### config.mk
export PLATFORM = sky130hd
export DESIGN_NAME = rgbled_dimmer_flat
export DESIGN_NICKNAME = d
export VERILOG_FILES = /design/src/rtl/rgbled_dimmer_if.sv /design/src/rtl/rgbled_dimmer.sv /design/src/flat_wrapper.sv
export SDC_FILE = /design/constraint.sdc
export NUM_CORES = 1
export LEC_CHECK = 0
export CORE_MARGIN = 3
export CORE_UTILIZATION = 30
export CTS_CLUSTER_SIZE = 40
export DETAILED_ROUTE_END_ITERATION = 8
export GPL_TIMING_DRIVEN = 0
export HOLD_SLACK_MARGIN = 0.03
export PLACE_DENSITY = 0.52
export SYNTH_ARGS = -nofsm -noshare
export SYNTH_HDL_FRONTEND = slang
export SYNTH_SLANG_ARGS = --single-unit
export TNS_END_PERCENT = 100
### constraint.sdc
create_clock -name clk -period 20.7 [get_ports clk]
set_input_delay 4.14 -clock clk [delete_from_list [all_inputs] [get_ports clk]]
set_output_delay 4.14 -clock clk [all_outputs]
set_load 0.05 [all_outputs]
### src/rtl/rgbled_dimmer_if.sv
// rtl/rgbled_dimmer_if.sv - frame-in / frame-out bundle between SPI receiver, dimmer and LED driver
interface rgbled_dimmer_if #(
  parameter int LEDS         = 8,
  parameter int BITS_PER_LED = 24
);
  logic [LEDS*BITS_PER_LED-1:0] data_in;
  logic                         data_in_rdy;
  logic [7:0]                   brightness;
  logic [LEDS*BITS_PER_LED-1:0] data_out;
  logic                         data_out_rdy;
  logic                         busy;

  modport master (
    output data_in, data_in_rdy, brightness,
    input  data_out, data_out_rdy, busy
  );

  modport slave (
    input  data_in, data_in_rdy, brightness,
    output data_out, data_out_rdy, busy
  );
endinterface

### src/rtl/rgbled_dimmer.sv
// rtl/rgbled_dimmer.sv - global-brightness scaler, one colour byte per clock, frame-at-once output
module rgbled_dimmer #(
  parameter int LEDS         = 8,
  parameter int BITS_PER_LED = 24
) (
  input  logic            clk,
  input  logic            reset,
  rgbled_dimmer_if.slave  bus
);
  localparam int W    = LEDS * BITS_PER_LED;
  localparam int N    = W / 8;
  localparam int IDXW = (N > 1) ? $clog2(N) : 1;
  localparam logic [IDXW-1:0] LAST = IDXW'(N - 1);

  typedef enum logic [1:0] {IDLE, SCALE, DONE} state_t;

  state_t          state;
  logic            s1, s2, s3;
  logic            pending;
  logic [IDXW-1:0] idx;
  logic [W-1:0]    work;
  logic [7:0]      brightness_q;

  logic            start;
  logic [7:0]      cur_byte;
  logic [8:0]      gain;
  logic [16:0]     product;
  logic [7:0]      scaled;
  logic [8:0]      unused_bits;

  assign start = s2 & ~s3;

  // gain = brightness+1 makes 255 an exact identity and 0 a hard off
  always_comb begin
    cur_byte    = work[{idx, 3'b000} +: 8];
    gain        = {1'b0, brightness_q} + 9'd1;
    product     = {9'd0, cur_byte} * {8'd0, gain};
    scaled      = product[15:8];
    unused_bits = {product[16], product[7:0]};
  end

  always_ff @(posedge clk) begin
    if (reset) begin
      state            <= IDLE;
      s1               <= 1'b0;
      s2               <= 1'b0;
      s3               <= 1'b0;
      pending          <= 1'b0;
      idx              <= '0;
      work             <= '0;
      brightness_q     <= '0;
      bus.data_out     <= '0;
      bus.data_out_rdy <= 1'b0;
      bus.busy         <= 1'b0;
    end else begin
      s1               <= bus.data_in_rdy;
      s2               <= s1;
      s3               <= s2;
      bus.data_out_rdy <= 1'b0;
      case (state)
        IDLE: begin
          if (start || pending) begin
            work         <= bus.data_in;
            brightness_q <= bus.brightness;
            pending      <= 1'b0;
            idx          <= '0;
            bus.busy     <= 1'b1;
            state        <= SCALE;
          end else begin
            bus.busy <= 1'b0;
          end
        end
        SCALE: begin
          if (start) pending <= 1'b1;
          work[{idx, 3'b000} +: 8] <= scaled;
          if (idx == LAST) state <= DONE;
          else             idx   <= idx + 1'b1;
        end
        DONE: begin
          // busy stays high through the strobe cycle; IDLE decides whether it drops
          if (start) pending <= 1'b1;
          bus.data_out     <= work;
          bus.data_out_rdy <= 1'b1;
          state            <= IDLE;
        end
        default: state <= IDLE;
      endcase
    end
  end
endmodule
### src/flat_wrapper.sv
// flat-port wrapper written by rule: the top's interface ports become plain ports
module rgbled_dimmer_flat 
#(
  parameter int LEDS         = 8,
  parameter int BITS_PER_LED = 24
)
  (clk, reset, bus_data_in, bus_data_in_rdy, bus_brightness, bus_data_out, bus_data_out_rdy, bus_busy);
  rgbled_dimmer_if #(.LEDS(LEDS), .BITS_PER_LED(BITS_PER_LED)) bus_i ();
  input  logic clk;
  input  logic reset;
  input wire logic [$bits(bus_i.data_in)-1:0] bus_data_in;
  input wire logic [$bits(bus_i.data_in_rdy)-1:0] bus_data_in_rdy;
  input wire logic [$bits(bus_i.brightness)-1:0] bus_brightness;
  output wire logic [$bits(bus_i.data_out)-1:0] bus_data_out;
  output wire logic [$bits(bus_i.data_out_rdy)-1:0] bus_data_out_rdy;
  output wire logic [$bits(bus_i.busy)-1:0] bus_busy;
  assign bus_i.data_in = bus_data_in;
  assign bus_i.data_in_rdy = bus_data_in_rdy;
  assign bus_i.brightness = bus_brightness;
  assign bus_data_out = bus_i.data_out;
  assign bus_data_out_rdy = bus_i.data_out_rdy;
  assign bus_busy = bus_i.busy;
  rgbled_dimmer #(.LEDS(LEDS), .BITS_PER_LED(BITS_PER_LED)) u_core (.clk(clk), .reset(reset), .bus(bus_i));
endmodule
== Word-level counts from Yosys, hierarchy flattened ==
Cells that the tools add are included.

* Add/sub/neg operators: 3
* $mul: 1
* Equality and inequality tests: 7
* Shift-type cells: 3
* Mux-type cells: 14
* Bitwise operators: 2
* Reductions and logical operators: 10

{| class="wikitable"
|+ Operators with widths
! kind !! count
|-
| 192-bit one-hot mux with 2 select lines || 1
|-
| 192-bit bitwise mux || 1
|-
| 192-bit 2-to-1 mux || 1
|-
| 8-bit by 10-bit variable shift with 192-bit output, first input constant || 1
|-
| 192-bit by 9-bit indexed part select with 8-bit output || 1
|-
| 8-bit by 10-bit indexed part select with 192-bit output || 1
|-
| 8-bit by 9-bit multiplier with 16-bit output || 1
|-
| 5-bit 2-to-1 mux || 2
|-
| 8-bit negator with 10-bit output || 1
|-
| 5-bit one-hot mux with 2 select lines || 1
|-
| 8-bit by 1-bit adder with 9-bit output, second input constant || 1
|-
| 2-bit by 1-bit inequality test with 1-bit output, second input constant || 3
|-
| 2-bit AND reduction || 3
|-
| 3-bit AND reduction || 2
|-
| 5-bit by 1-bit adder with 5-bit output, second input constant || 1
|-
| 5-bit equality test, second input constant || 1
|-
| 1-bit 2-to-1 mux || 4
|-
| 2-bit 2-to-1 mux || 2
|-
| 2-bit one-hot mux with 2 select lines || 1
|-
| 2-bit nonzero test || 2
|-
| 2-bit by 1-bit equality test with 1-bit output, second input constant || 1
|-
| 2-bit equality test, second input constant || 1
|-
| 2-bit zero test || 1
|-
| 2-bit inequality test, second input constant || 1
|-
| 5 further kinds || 5
|}

* Flip-flop bits (word level): 405
* Bits of input ports: 203
* Word-level logic and storage cells: 51

== Logic depth before layout (Yosys ltp) ==
* Word-level depth: 5
* Depth in mapped cells: 27
* Mapped depth without buffers: 22

== Worst setup path after synthesis ==
Ideal clock, no wire load.

* Path type: register to register
* Start: register u_core.idx[0]
* End: register u_core.work[116]
* Library setup time: 136 ps
* Arrival: 6,664 ps
* Data required time: 20,564 ps
* Path slack: 13,900 ps
* Stages on the path, launching flop included: 22
* Path buffers: 3
* Clock period less this slack: 6,800 ps
* Cells stage by stage: dfxtp_1 > buf_2 > buf_1 > mux4_2 > mux4_2 > a22oi_1 > nor2_1 > fa_1 > inv_1 > fa_1 > inv_1 > fa_1 > fa_1 > ha_1 > o21ai_0 > o21ai_0 > o41ai_2 > o31ai_2 > a21oi_1 > xor2_1 > buf_2 > o22ai_1

* Longest elaborated chain between the ends: 5

{| class="wikitable"
|+ RTL lines
! what !! line !! source
|-
| from (decl) || rgbled_dimmer.sv:20 || <nowiki>logic [IDXW-1:0] idx;</nowiki>
|-
| from (signal assigned) || rgbled_dimmer.sv:77 || <nowiki>else idx <= idx + 1'b1;</nowiki>
|-
| 192-bit by 9-bit indexed part select with 8-bit output || rgbled_dimmer.sv:35 || <nowiki>cur_byte = work[{idx, 3'b000} +: 8];</nowiki>
|-
| 8-bit by 9-bit multiplier with 16-bit output || rgbled_dimmer.sv:37 || <nowiki>product = {9'd0, cur_byte} * {8'd0, gain};</nowiki>
|-
| 8-bit by 10-bit indexed part select with 192-bit output || rgbled_dimmer.sv:75 || <nowiki>work[{idx, 3'b000} +: 8] <= scaled;</nowiki>
|-
| 192-bit bitwise mux (*) || rgbled_dimmer.sv:75 ||
|-
| 192-bit one-hot mux with 2 select lines (*) || rgbled_dimmer.sv:60 || <nowiki>case (state)</nowiki>
|-
| to (signal assigned) || rgbled_dimmer.sv:63 || <nowiki>work <= bus.data_in;</nowiki>
|-
| to (signal, indexed assignment) || rgbled_dimmer.sv:75 ||
|-
| to (decl) || rgbled_dimmer.sv:21 || <nowiki>logic [W-1:0] work;</nowiki>
|}

Every way passes the cells marked *; elsewhere a longest branch is shown, timed or not.
A chain may end at the register's enable or synchronous reset.

== Worst setup path after layout ==
* Start: register u_core.idx[1]
* End: register u_core.work[131]

The elaborated chain is that of the path after synthesis.

==> results.txt <==
Clock power frac -> 0.393
R2R Path Start -> u_core.idx[1]$_SDFFE_PP0P_
Pre-antenna DRT Iters -> 6
Post-Syn Instances -> 2162
Storage cell area -> 0.008108 sq mm
Hold Path Origin -> u_core.s1$_SDFF_PP0_
Core Footprint -> 0.06633 sq mm
Die ar. -> 0.07072 sq mm
GRT overflow -> 0
pins over their slew limit -> 0
startpoint types -> flip-flop
final setup vio count -> 0
Sw Ratio -> 0.3179
clk buf depth -> 3
DRT iter0 DRCs -> 1870
Fin Hold WS -> 0.4488 ns
wire length per cell -> 26.58 um
final hold viol count -> 0
Final Skew -> 0.02907 ns
root cell of the clock tree -> clkbuf_16
CTS H-tree lvls -> 2
fin crit share -> 0.4867
ys flop type -> dfxtp_1
wl on met1 -> 39690 um
final design area excluding fillers -> 0.02699 sq mm
initial core utilization -> 0.3055
final setup TNS -> 0 ns
syn_nets -> 2448
# port buffers -> 396
post-synthesis area per instance -> 9.375 sq um
TritonCTS buffer count -> 48
gr usage total -> 0.2554
FF+latch count, synth -> 405
RePlAce Congestion -> 0.9501
I/O Pins -> 397
clk_lat worst skew -> 0.61 ns
Via density -> 5.486
Logic pwr share -> 0.205
Pleak -> 10.06 nW
number of global-route vias before repair -> 19.24k
synth warn -> 0
status -> completed
CP Launch Point -> u_core.idx[1]$_SDFFE_PP0P_
critical path endpoint category -> flip-flop
TritonCTS sink count -> 405
max-cap violations -> 0
die height -> 265.9 um
commonest non-fill, non-tap cell in the layout -> dfxtp_1
Post-Syn Area -> 0.02027 sq mm
ys async rst share -> 0
pin count of the biggest net entering global routing -> 14
CTS tree -> yes
sequential fraction of the synthesis area -> 0.4000
initial antenna violation count -> 7
met2 WL post-DR -> 44170 um
Max IR drop VDD -> 0.06366 mV
routed wire length -> 93420 um
Pwr per Cell Area -> 84.33 mW/mm^2
num rows -> 94
number of synthesized flops with an enable pin -> 0
highest metal used -> met5
ANT nets after route -> 0
die width -> 265.9 um
multi-input logic area -> 0.01115 sq mm
Via Count -> 19.28k
RSZ-0062 raised after global routing -> false
Worst slew margin -> 0.1238
fin util -> 0.4068
Met3 Routed Length -> 6658 um
Layout Nets -> 2894
Fmax achieved -> 0.09925 GHz
hold buffers post-CTS -> 0
Area Overhead vs Synth -> 33.14%
global-route wire length before repair -> 133200 um
worst-margin pin slew -> 1.314 ns
P_int -> 0.001552 W
min-delay worst type -> flip-flop to flip-flop
Switching Power -> 0.0007236 W
crit path DAT -> 10.50 ns
commonest cells after routing, fill and taps aside -> dfxtp_1, clkdlybuf4s50_1, nor2_1
Detailed Place HPWL -> 73490 um
layout cells sized above 1 -> 0.08573
WP data required -> 21.12 ns
count of cell types in the netlist -> 75
# DRC -> 0
Min Clock Period, post-route -> 10.08 ns
dpl cell area -> 0.02531 sq mm
Resized Gates After CTS -> 0
top fanout value on the critical path -> 10
Setup Buffers After CTS -> 0
critical setup path kind -> flip-flop to flip-flop
Reg power frac -> 0.403
clock transition at the registers of the reported paths -> 0.07 ns
final-layout fill cell count -> 6613
## critical path, stage by stage (launching register included)
cell and delay (ns):
dfxtp_1 0.59, buf_6 0.27, buf_12 0.18, buf_4 0.25, buf_1 0.91, mux4_2 0.50
mux4_2 0.56, a22oi_1 0.95, nor2_1 0.17, fa_1 0.59, inv_1 0.06, fa_1 0.54
inv_1 0.05, fa_1 0.51, fa_1 0.44, ha_1 0.33, o21ai_0 0.24, o21ai_0 0.19
o41ai_2 0.38, o31ai_2 0.15, xnor2_1 0.84, clkbuf_1 0.90, o22ai_1 0.22
## cell type report
class	instances	area share
well taps	864	0.04006
multi-input cells	1511	0.4133
flip-flops and latches	405	0.3004
diodes	2	0.0001855
clock buffers	70	0.05360
plain buffers	168	0.02643
inverters	78	0.01085
clock inverters	20	0.008207
repair buffers	396	0.1469
## kinds of logic after synthesis
kind of cell,Yosys count,share of synthesized area
AOI/OAI and AO/OA,486,0.1533
adders and majority gates,83,0.06605
xor gates and xnor gates,18,0.008519
DFF,405,0.4000
buffers and inverters,246,0.04963
and+or+nand+nor,651,0.1580
muxes,273,0.1645
## cell usage after synthesis, drive strengths merged (3+ instances only)
master / instances / area (sq um)
a211oi: 7 / 57.55
a21boi: 8 / 60.06
a21o: 4 / 30.03
a21oi: 210 / 1066
a221oi: 5 / 50.04
a22oi: 10 / 75.07
a41oi: 3 / 33.79
and2: 13 / 81.33
and3: 177 / 1107
buf: 56 / 287.8
clkbuf: 111 / 416.7
dfxtp: 405 / 8108
fa: 40 / 800.8
ha: 43 / 538.0
inv: 78 / 292.8
mux2: 15 / 168.9
mux2i: 212 / 2122
mux4: 46 / 1044
nand2: 56 / 210.2
nand2b: 11 / 68.82
nand3: 20 / 100.1
nand3b: 3 / 22.52
nand4: 5 / 31.28
nor2: 296 / 1114
nor2b: 18 / 112.6
nor3: 10 / 50.05
nor4: 8 / 75.07
o21ai: 37 / 185.2
o221a: 4 / 45.04
o221ai: 9 / 78.83
o22ai: 167 / 1220
o2bb2ai: 3 / 26.28
o31ai: 3 / 32.53
or2: 19 / 118.9
or3: 8 / 50.05
xnor2: 13 / 128.9
xor2: 5 / 43.79
## final timing paths
kind                                         to  slack (ns)  cells past startpoint
setup / recovery  u_core.work[131]$_SDFFE_PP0P_       10.62                     22
hold / removal             u_core.s2$_SDFF_PP0_        0.45                      1
setup reg to reg  u_core.work[131]$_SDFFE_PP0P_       10.62                     22
hold reg to reg            u_core.s2$_SDFF_PP0_        0.45                      1
## routing by layer
layer / track usage / vias up
met4: 0.07736 / 6
met2: 0.4239 / 876
met5: 0 / -
li1: - / 8670
met3: 0.04211 / 145
met1: 0.3418 / 9580
## power by group through the flow
| stage | clock [W] | sequential (W) | combinational, W |
|---|---|---|---|
| after floorplan | 0 | 0.000884 | 0.000278 |
| after global placement | 0 | 0.000929 | 0.000448 |
| after detailed placement | 0 | 0.000930 | 0.000453 |
| after CTS | 0.000905 | 0.000913 | 0.000456 |
| after global routing | 0.000934 | 0.000917 | 0.000499 |
| final | 0.000894 | 0.000916 | 0.000466 |
## sequential cells by signal, summed over array words and instances (netlist names)
signal,cells
u_core.work,192
u_core.idx,5
u_core.bus.data_out,192
u_core.pending,1
u_core.state,2
u_core.s2,1
u_core.brightness_q,8
u_core.bus.busy,1
u_core.bus.data_out_rdy,1
u_core.s3,1
u_core.s1,1
## metrics by stage
| stage | total power (W) | instances | setup slack, ns |
|---|---|---|---|
| finish | 0.002276 | 3514 | 10.62 |
| detailed placement | 0.001383 | 3422 | 10.95 |
| floorplan | 0.001162 | 2162 | 13.90 |
| global route | 0.002350 | 3512 | 10.47 |
| CTS | 0.002274 | 3512 | 10.89 |
| global placement | 0.001378 | 3422 | 11.05 |
Note: power is estimated with default switching activity, not from simulation.
